===== config.mk =====
export PLATFORM = sky130hd
export DESIGN_NAME = wb_rst_seq
export DESIGN_NICKNAME = d
export VERILOG_FILES = /design/src/rtl/wb_rst_seq.sv
export SDC_FILE = /design/constraint.sdc
export NUM_CORES = 1
export LEC_CHECK = 0
export BUFFER_PORTS_ARGS = -buffer_cell sky130_fd_sc_hd__clkbuf_2
export CORE_AREA = 2 2 84 86
export DETAILED_ROUTE_END_ITERATION = 6
export DIE_AREA = 0 0 86 88
export PLACE_DENSITY = 0.56
export SYNTH_ARGS = -nofsm -noshare
export SYNTH_HDL_FRONTEND = slang
export SYNTH_SLANG_ARGS = --single-unit

===== constraint.sdc =====
create_clock -name clk -period 5.3 [get_ports clk]
set_input_delay 0 -clock clk [delete_from_list [all_inputs] [get_ports clk]]
set_output_delay 0 -clock clk [all_outputs]
set_load 0.005 [all_outputs]

===== src/rtl/wb_rst_seq.sv =====
// Reset sequencer: synchronizes board reset release, staggers per-channel resets,
// and re-sequences on software request or a Wishbone bus-hang watchdog trip.
//
// state | meaning
// HOLD  | board reset released, waiting for the release synchronizer
// COUNT | stagger counter running, channels released one by one
// RUN   | every channel released, watchdog armed
// SOFT  | soft reset: all channels held for RST_DELAY cycles
module wb_rst_seq #(
  parameter int NUM_CH      = 2,
  parameter int RST_DELAY   = 10,
  parameter int CH_STAGGER  = 4,
  parameter int SYNC_STAGES = 2,
  parameter int WDOG_CYCLES = 1000,
  parameter int CNT_W       = 16
) (
  input  logic              clk,
  input  logic              rst,
  input  logic              sw_rst_req,
  input  logic              wdog_en,
  input  logic              wb_cyc_i,
  input  logic              wb_ack_i,
  output logic [NUM_CH-1:0] rst_out,
  output logic              all_ready,
  output logic              wdog_trip,
  output logic [7:0]        trip_count
);

  if (NUM_CH < 1) begin : g_chk_num_ch
    $error("wb_rst_seq: NUM_CH must be >= 1");
  end
  if (RST_DELAY < 1) begin : g_chk_delay
    $error("wb_rst_seq: RST_DELAY must be >= 1");
  end
  if (SYNC_STAGES < 2) begin : g_chk_sync
    $error("wb_rst_seq: SYNC_STAGES must be >= 2");
  end
  if (WDOG_CYCLES < 1) begin : g_chk_wdog
    $error("wb_rst_seq: WDOG_CYCLES must be >= 1");
  end
  if (longint'(RST_DELAY + (NUM_CH-1)*CH_STAGGER) > (longint'(1) << CNT_W) - longint'(1))
  begin : g_chk_cnt_w
    $error("wb_rst_seq: CNT_W too small for the stagger schedule");
  end
  if (longint'(WDOG_CYCLES) > (longint'(1) << CNT_W) - longint'(1)) begin : g_chk_wd_w
    $error("wb_rst_seq: CNT_W too small for WDOG_CYCLES");
  end

  typedef enum logic [1:0] {HOLD, COUNT, RUN, SOFT} state_t;

  localparam logic [CNT_W-1:0] RD_M1  = CNT_W'(RST_DELAY - 1);
  localparam logic [CNT_W-1:0] WD_M1  = CNT_W'(WDOG_CYCLES - 1);
  localparam logic [CNT_W-1:0] T_LAST = CNT_W'(RST_DELAY + (NUM_CH-1)*CH_STAGGER);

  state_t                 state_q, state_d;
  logic [SYNC_STAGES-2:0] sync_q;
  logic [CNT_W-1:0]       cnt_q, cnt_d, wd_q, wd_d;
  logic [NUM_CH-1:0]      rst_out_d;
  logic                   all_ready_d, trip, stall;
  logic [7:0]             trip_count_d;

  // The HOLD->COUNT decision registers the last synchronizer stage, so the
  // chain proper only needs SYNC_STAGES-1 flops.
  always_ff @(posedge clk or negedge rst) begin
    if (!rst) begin
      sync_q <= '0;
    end else begin
      sync_q[0] <= 1'b1;
      for (int i = 1; i < SYNC_STAGES-1; i++) sync_q[i] <= sync_q[i-1];
    end
  end

  assign stall = wdog_en & wb_cyc_i & ~wb_ack_i;

  always_comb begin
    state_d      = state_q;
    cnt_d        = cnt_q;
    wd_d         = '0;
    rst_out_d    = rst_out;
    all_ready_d  = all_ready;
    trip         = 1'b0;
    trip_count_d = trip_count;
    case (state_q)
      HOLD: begin
        cnt_d = '0;
        if (sync_q[SYNC_STAGES-2]) state_d = COUNT;
      end
      COUNT: begin
        cnt_d = cnt_q + 1'b1;
        for (int k = 0; k < NUM_CH; k++) begin
          if (cnt_q == CNT_W'(RST_DELAY + k*CH_STAGGER)) rst_out_d[k] = 1'b0;
        end
        if (cnt_q == T_LAST) begin
          state_d     = RUN;
          all_ready_d = 1'b1;
          cnt_d       = '0;
        end
      end
      RUN: begin
        rst_out_d = '0;
        if (stall) begin
          if (wd_q == WD_M1) trip = 1'b1;
          else               wd_d = wd_q + 1'b1;
        end
        if (trip && trip_count != 8'hFF) trip_count_d = trip_count + 1'b1;
        if (sw_rst_req || trip) begin
          state_d     = SOFT;
          rst_out_d   = '1;
          all_ready_d = 1'b0;
          cnt_d       = '0;
        end
      end
      SOFT: begin
        if (cnt_q == RD_M1) begin
          state_d = COUNT;
          cnt_d   = '0;
        end else begin
          cnt_d = cnt_q + 1'b1;
        end
      end
      default: state_d = HOLD;
    endcase
  end

  always_ff @(posedge clk or negedge rst) begin
    if (!rst) begin
      state_q    <= HOLD;
      cnt_q      <= '0;
      wd_q       <= '0;
      rst_out    <= '1;
      all_ready  <= 1'b0;
      wdog_trip  <= 1'b0;
      trip_count <= '0;
    end else begin
      state_q    <= state_d;
      cnt_q      <= cnt_d;
      wd_q       <= wd_d;
      rst_out    <= rst_out_d;
      all_ready  <= all_ready_d;
      wdog_trip  <= trip;
      trip_count <= trip_count_d;
    end
  end

endmodule


==> results of run 1 <==
==> routing by layer <==
metal | track usage | share of wire | vias to the layer above
li1 | - | - | 957
met5 | 0 | 0 | -
met3 | 0.0302 | 0.038 | 6
met2 | 0.245 | 0.47 | 38
met4 | 0.0433 | 0.0099 | 0
met1 | 0.203 | 0.48 | 881
==> worst max-delay path by stage <==
| stage | start | end | slack (ns) |
|---|---|---|---|
| floorplan | cnt_q[0]$_DFFE_PN0P_ | cnt_q[3]$_DFFE_PN0P_ | 3.35 |
| global placement | cnt_q[0]$_DFFE_PN0P_ | cnt_q[13]$_DFFE_PN0P_ | 2.81 |
| detailed placement | cnt_q[0]$_DFFE_PN0P_ | cnt_q[15]$_DFFE_PN0P_ | 2.74 |
| CTS | cnt_q[0]$_DFFE_PN0P_ | cnt_q[15]$_DFFE_PN0P_ | 2.71 |
| global route | cnt_q[0]$_DFFE_PN0P_ | cnt_q[15]$_DFFE_PN0P_ | 2.50 |
| finish | cnt_q[0]$_DFFE_PN0P_ | cnt_q[15]$_DFFE_PN0P_ | 2.72 |
==> sequential cells by signal (all words and copies together) (netlist names) <==
name	count
all_ready	1
cnt_q	16
rst_out	2
state_q	2
sync_q	1
trip_count	8
wd_q	16
wdog_trip	1
==> layout make-up <==
cell class / instances / share of cell area
Clock buffer: 7 / 0.0270
Clock inverter: 1 / 0.0106
Inverter: 11 / 0.0146
Multi-Input combinational cell: 193 / 0.459
Sequential cell: 47 / 0.417
Tap cell: 80 / 0.0354
Timing Repair Buffer: 19 / 0.0363
==> power by group through the flow <==
stage | combinational (W) | sequential, W | clock (W)
detailed placement | 0.0000121 | 0.000366 | 0
CTS | 0.0000126 | 0.000359 | 0.000268
finish | 0.0000119 | 0.000359 | 0.000259
global route | 0.0000144 | 0.000359 | 0.000281
floorplan | 0.00000168 | 0.000366 | 0
global placement | 0.0000120 | 0.000366 | 0
==> cell usage after synthesis (2+ instances only) <==
library cell	count	area, µm²
nand2_1	22	82.6
a21o_1	5	37.5
and4_1	3	26.3
dfstp_2	2	52.6
xnor2_1	7	61.3
or4_1	2	15.0
nand3b_1	2	15.0
a22o_1	9	78.8
ha_1	10	125
nand4_1	6	37.5
nor3_1	8	40.0
nand3_1	24	120
and3b_1	2	17.5
nor2_1	30	113
o21ai_0	9	45.0
mux2i_1	3	30.0
xor2_1	13	114
buf_2	2	10.0
o311ai_1	2	17.5
inv_1	11	41.3
mux2_1	2	22.5
and3_1	2	12.5
nor4_1	2	12.5
dfrtp_1	45	1130
clkbuf_1	2	7.51
nor3_2	2	20.0
a21oi_1	2	10.0
or3_1	2	12.5
==> worst register-to-register path, cell delays in order (launching register included) <==
cell and delay [ns]:
dfrtp_1 0.43, inv_1 0.06, ha_1 0.20, nor4bb_1 0.12
a41o_1 0.30, a32oi_1 0.76, nand2_1 0.26, o311ai_1 0.33
==> stage by stage <==
stage	setup slack [ns]	total power [W]
global route	2.50	0.000655
detailed placement	2.74	0.000378
global placement	2.81	0.000378
floorplan	3.35	0.000368
CTS	2.71	0.000640
finish	2.72	0.000630
==> cell families (layout without fill, tap and decap cells) <==
| group | Yosys count | count (layout) |
|---|---|---|
| adder cells (fa/ha/maj) | 10 | 10 |
| AO/OA/AOI/OAI | 38 | 38 |
| flip-flops | 47 | 47 |
| AND/OR/NAND/NOR | 119 | 119 |
| XOR/XNOR | 20 | 20 |
| other | 1 | 1 |
| multiplexers | 5 | 5 |
| buffers and inverters | 16 | 38 |
==> results.tsv, run 1 <==
stage	metric	value	unit
status	status	finished, final reports clean	
global_route	vias in the first global route	1850	
layout	Fillers	648	
logic_synthesis	flops & latches, synth	47	
clocking	Clock Latency Late Sink	0.29	ns
critical_path	R2R cell count	7	
global_route	total track usage	0.150	
critical_path	slowest CP cell	a32oi_1	
timing	final slew viol count	0	
critical_path	R2R Path Start	cnt_q[0]$_DFFE_PN0P_	
layout	Area growth, synth to finish	11.0	%
logic_synthesis	Post-Syn Nets	272	
logic_synthesis	Synth Area per Inst	9.95	µm²
critical_path	Worst setup EP type	flop	
routing	WL per Instance	14.4	µm
floorplanning	Starting Density	0.383	
clocking	CTS root buf	clkbuf_8	
layout	most common cell after layout, fill and taps aside	dfrtp_1	
floorplanning	io pins	18	
floorplanning	die width	86	µm
timing	maximum clock rate	388	MHz
routing	remaining antenna violation count	0	
routing	via/cell ratio	5.26	
clocking	Clock Tree Buf Depth	2	
floorplanning	row count	30	
floorplanning	core area	6640	µm²
critical_path	Critical Path RT	5.49	ns
critical_path	crit path cell chain	inv_1, ha_1, nor4bb_1, a41o_1, a32oi_1, nand2_1, o311ai_1	
power	Clk network pwr share	0.411	
critical_path	Crit Path Category	flop to flop	
critical_path	Reg-to-Reg End	cnt_q[15]$_DFFE_PN0P_	
critical_path	critical path's top delay family	compound AO/OA/AOI/OAI gates	
logic_synthesis	XOR/XNOR share of the synthesized area	0.0688	
clocking	Sink Count	47	
timing	worst-margin pin slew	0.986	ns
timing	Final Hold Vio Count	0	
power	Peak VDD IR	0.127	mV
place	number of buffers added on ports	17	
critical_path	Worst Path Arrival	2.77	ns
routing	routed vias	1882	
clocking	CTS tree	done	
layout	design area	2830	µm²
layout	# nets final	293	
clocking	Post-CTS Setup Bufs	0	
logic_synthesis	asr flop ratio synth	1.00	
power	Pint	0.000503	W
floorplanning	Chip Height	88	µm
timing	RSZ-0062 raised after global routing	no	
timing	final setup vio count	0	
worst_hold_path	Hold Path Cell Cnt	4	
logic_synthesis	Post-Syn Area	2550	µm²
logic_synthesis	largest family of logic cells by synthesized area	simple AND/OR/NAND/NOR gates	
floorplanning	die area	7570	µm²
clocking	H-tree depth	2	
power	pwr dens	223	nW/µm²
logic_synthesis	Synth Area in Adders	0.0491	
timing	Layout Skew	0.00862	ns
logic_synthesis	Synth Area in Compound Gates	0.115	
global_route	initial antenna violation count	0	
job	max cap viols	0	
power	Sw Share	0.201	
routing	Routed WL	5140	µm
timing	final setup TNS	0	ns
routing	Starting DRT DRC Count	80	
layout	Util after Layout	0.425	
logic_synthesis	distinct cell type count after synthesis	53	
clocking	Hold-fix buffers, CTS	1	
place	detailed-placement wirelength estimate	3620	µm
timing	relative slew slack	0.343	
routing	detailed-route DRC error count	0	
routing	Pre-antenna DRT Iters	4	
power	Gate power share	0.019	
logic_synthesis	synth warn	0	
critical_path	WP buf/inv	1	
clocking	clk slew on worst S/H paths	0.09	ns
worst_hold_path	Min-Delay Endpoint	wdog_trip$_DFF_PN0_	
logic_synthesis	mux cell area share after synthesis	0.0206	
place	GPL Wtd Cong	0.784	
global_route	total grt overflow	0	
critical_path	FF-to-FF setup slack	2.72	ns
critical_path	Critical Path Stages	7	
timing	final worst-path cycle share	0.487	
layout	Multi-input gate area	1300	µm²
clocking	post-CTS sizing	0	
global_route	first-pass GRT wire length	9070	µm
layout	most frequent cells in the layout	dfrtp_1, nor2_1, nand3_1	
place	Placed Cells	349	
global_route	largest net degree at the start of global routing	48	
critical_path	startpoint types	flop	
logic_synthesis	number of enable flip-flop cells after synthesis	0	
timing	minimum clock period	2.58	ns
place	placed cell areas	2710	µm²
power	Leak	1.28	nW
critical_path	CP max stage delay	0.76	ns
critical_path	CP Max Fanout	11	
worst_hold_path	Worst Min Path Start	wdog_en	
power	switching power total	0.000127	W
logic_synthesis	synthesized instance count	256	
timing	WHS	0.137	ns
logic_synthesis	post-synthesis simple-gate area fraction	0.255	
layout	layout cells sized above 1	0.129	
worst_hold_path	Hold Path Class	primary input to flop	
layout	final std cells w/o fill	358	
power	Reg power frac	0.570	
logic_synthesis	register area share after synthesis	0.463	
layout	ANT cells	0	
layout	Register Area	1180	µm²
logic_synthesis	ys flop type	dfrtp_1	
clocking	CTS Buf Count	5	
Note: power is estimated with default switching activity, not from simulation.
==> inputs of run 2 (changes only) <==
ABC_AREA = 1   (was not set)
CORE_AREA = 2 2 92 94   (was 2 2 84 86)
DIE_AREA = 0 0 94 96   (was 0 0 86 88)
PLACE_DENSITY = 0.55   (was 0.56)
clock period = 2.7 ns   (was 5.3 ns; I/O delays follow)
==> results.tsv, run 2 <==
stage	metric	value	unit
floorplanning	die area	9020	µm²
timing	relative slew slack	0.323	
logic_synthesis	XOR/XNOR share of the synthesized area	0.0403	
floorplanning	row count	33	
global_route	total track usage	0.152	
logic_synthesis	flops & latches, synth	47	
critical_path	Worst setup EP type	flop	
timing	minimum clock period	1.71	ns
routing	top sig layer	met4	
logic_synthesis	register area share after synthesis	0.387	
timing	worst setup margin	0.986	ns
timing	Layout Skew	0.00685	ns
timing	final setup TNS	0	ns
routing	Routed WL	6200	µm
place	detailed-placement wirelength estimate	4550	µm
critical_path	Worst Path Arrival	1.92	ns
logic_synthesis	Synth Area in Compound Gates	0.110	
global_route	initial antenna violation count	0	
global_route	total grt overflow	0	
timing	Final Hold Vio Count	0	
power	Power Total	0.00186	W
power	Pint	0.00122	W
logic_synthesis	post-synthesis simple-gate area fraction	0.334	
logic_synthesis	Synth Area in Adders	0.0411	
timing	final worst-path cycle share	0.635	
logic_synthesis	number of enable flip-flop cells after synthesis	0	
routing	routed vias	2512	
routing	metal2 WL	2770	µm
critical_path	R2R Path Start	state_q[1]$_DFFE_PN0P_	
layout	most frequent cells in the layout	nand2_1, nor2_1, dfrtp_1	
critical_path	CP Launch Point	state_q[1]$_DFFE_PN0P_	
clocking	CTS tree	done	
logic_synthesis	distinct cell type count after synthesis	36	
logic_synthesis	synthesized instance count	398	
logic_synthesis	most numerous cell in the Yosys netlist	nand2_1	
timing	WHS	0.0855	ns
timing	final slew viol count	0	
layout	most common cell after layout, fill and taps aside	nand2_1	
global_route	vias in the first global route	2418	
worst_hold_path	Hold Path Class	primary input to flop	
clocking	Clock Latency Late Sink	0.31	ns
timing	RSZ-0062 raised after global routing	no	
layout	ANT cells	0	
logic_synthesis	Post-Syn Nets	414	
clocking	H-tree depth	2	
critical_path	Critical Path RT	2.90	ns
timing	maximum clock rate	584	MHz
global_route	largest net degree at the start of global routing	41	
logic_synthesis	synth warn	0	
worst_hold_path	Worst Min Path Start	wb_ack_i	
logic_synthesis	post-synth top area share	0.370	
clocking	CTS root buf	clkbuf_8	
place	GPL Wtd Cong	0.838	
logic_synthesis	mux cell area share after synthesis	0	
clocking	CTS Buf Count	5	
power	Gate power share	0.262	
routing	WL per Instance	11.9	µm
status	status	finished, final reports clean	
routing	wire length on met3	174	µm
logic_synthesis	top cells by count, synth	nand2_1, nor2_1, dfrtp_1	
place	number of buffers added on ports	17	
layout	layout cells sized above 1	0.170	
routing	via/cell ratio	4.81	
floorplanning	die width	94	µm
power	pwr dens	559	nW/µm²
logic_synthesis	largest family of logic cells by synthesized area	simple AND/OR/NAND/NOR gates	
routing	Pre-antenna DRT Iters	4	
floorplanning	io pins	18	
global_route	first-pass GRT wire length	11000	µm
power	switching power total	0.000638	W
power	Sw Share	0.343	
layout	Top Registers	cnt_q (16), wd_q (16), trip_count (8)	
job	max cap viols	0	
floorplanning	core area	8050	µm²
floorplanning	Starting Density	0.378	
critical_path	startpoint types	flop	
place	Setup WS pre-CTS	0.988	ns
logic_synthesis	synth top area cells	dfrtp_1, nand2_1, nor2_1	
logic_synthesis	ys flop type	dfrtp_1	
logic_synthesis	Synth Area per Inst	7.65	µm²
logic_synthesis	asr flop ratio synth	1.00	
power	Peak VDD IR	0.446	mV
critical_path	CP Max Fanout	16	
logic_synthesis	Post-Syn Area	3050	µm²
logic_synthesis	Yosys top cell by area	dfrtp_1	
timing	worst-margin pin slew	1.02	ns
routing	remaining antenna violation count	0	
routing	WL met1	3130	µm
critical_path	Crit Path Category	flop to flop	
clocking	clk slew on worst S/H paths	0.09	ns
power	Clk network pwr share	0.301	
layout	Area growth, synth to finish	9.41	%
clocking	Sink Count	47	
routing	Starting DRT DRC Count	111	
clocking	Clock Tree Buf Depth	2	
clocking	Post-CTS Setup Bufs	0	
timing	final setup vio count	0	
routing	detailed-route DRC error count	0	
floorplanning	Chip Height	96	µm
power	Leak	1.48	nW
power	Reg power frac	0.437	
layout	# nets final	432	
run 2: final timing paths:
path,end,slack (ns),cells after the start
max,state_q[0]$_DFFE_PN0P_,0.99,7
min,wdog_trip$_DFF_PN0_,0.09,4
max reg2reg,state_q[0]$_DFFE_PN0P_,0.99,7
min reg2reg,wd_q[0]$_DFF_PN0_,0.47,1
max in group asynchronous,rst_out[1]$_DFFE_PN1P_,1.60,3
min in group asynchronous,wd_q[5]$_DFF_PN0_,0.39,2
run 2: layer usage:
metal / track usage / up-vias
li1: - / 1321
met1: 0.206 / 1140
met2: 0.248 / 38
met3: 0.0235 / 13
met4: 0.0543 / 0
met5: 0 / -
run 2: cell families (layout without fill, tap and decap cells):
family          count (synthesis)  in the layout
flops                          47             47
buf+inv                        58             77
other cells                     1              1
fa+ha+maj                      10             10
simple gates                  219            219
xor+xnor                       14             14
compound gates                 49             49
run 2: power by group through the flow:
stage                     Sequential, W  Combinational [W]  Clock [W]
after global routing           0.000821           0.000574   0.000609
final                          0.000813           0.000488   0.000561
after CTS                      0.000813           0.000498   0.000588
after floorplan                0.000817           0.000388          0
after detailed placement       0.000827           0.000493          0
after global placement         0.000825           0.000496          0
run 2: layout make-up:
class                   instances  area (µm²)
clock buffers                   6        82.6
clock inverters                 2        38.8
fillers                       822        4720
inverters                      49         188
multi-input cells             293        1600
flip-flops and latches         47        1180
well taps                     105         131
repair buffers                 20         110
run 2: repair_timing:
| action | 4_1_cts | 5_1_grt |
|---|---|---|
| hold buffers | 1 | 0 |
| resized for setup | 0 | 0 |
| hold endpoints to repair | 37 | 0 |
run 2: worst max-delay path, stage by stage (launching register included):
cell and delay (ns):
dfrtp_1 0.42, inv_1 0.11, ha_1 0.55, nand2_2 0.19
nand2_2 0.14, nor2_1 0.07, nand3_1 0.08, nand2_1 0.06
run 2: stage by stage:
stage                util  std cells  area (µm²)
global placement    0.398        513        3200
finish              0.414        522        3330
global route        0.414        522        3330
CTS                 0.414        522        3330
floorplan               -        398        3050
detailed placement  0.398        513        3200
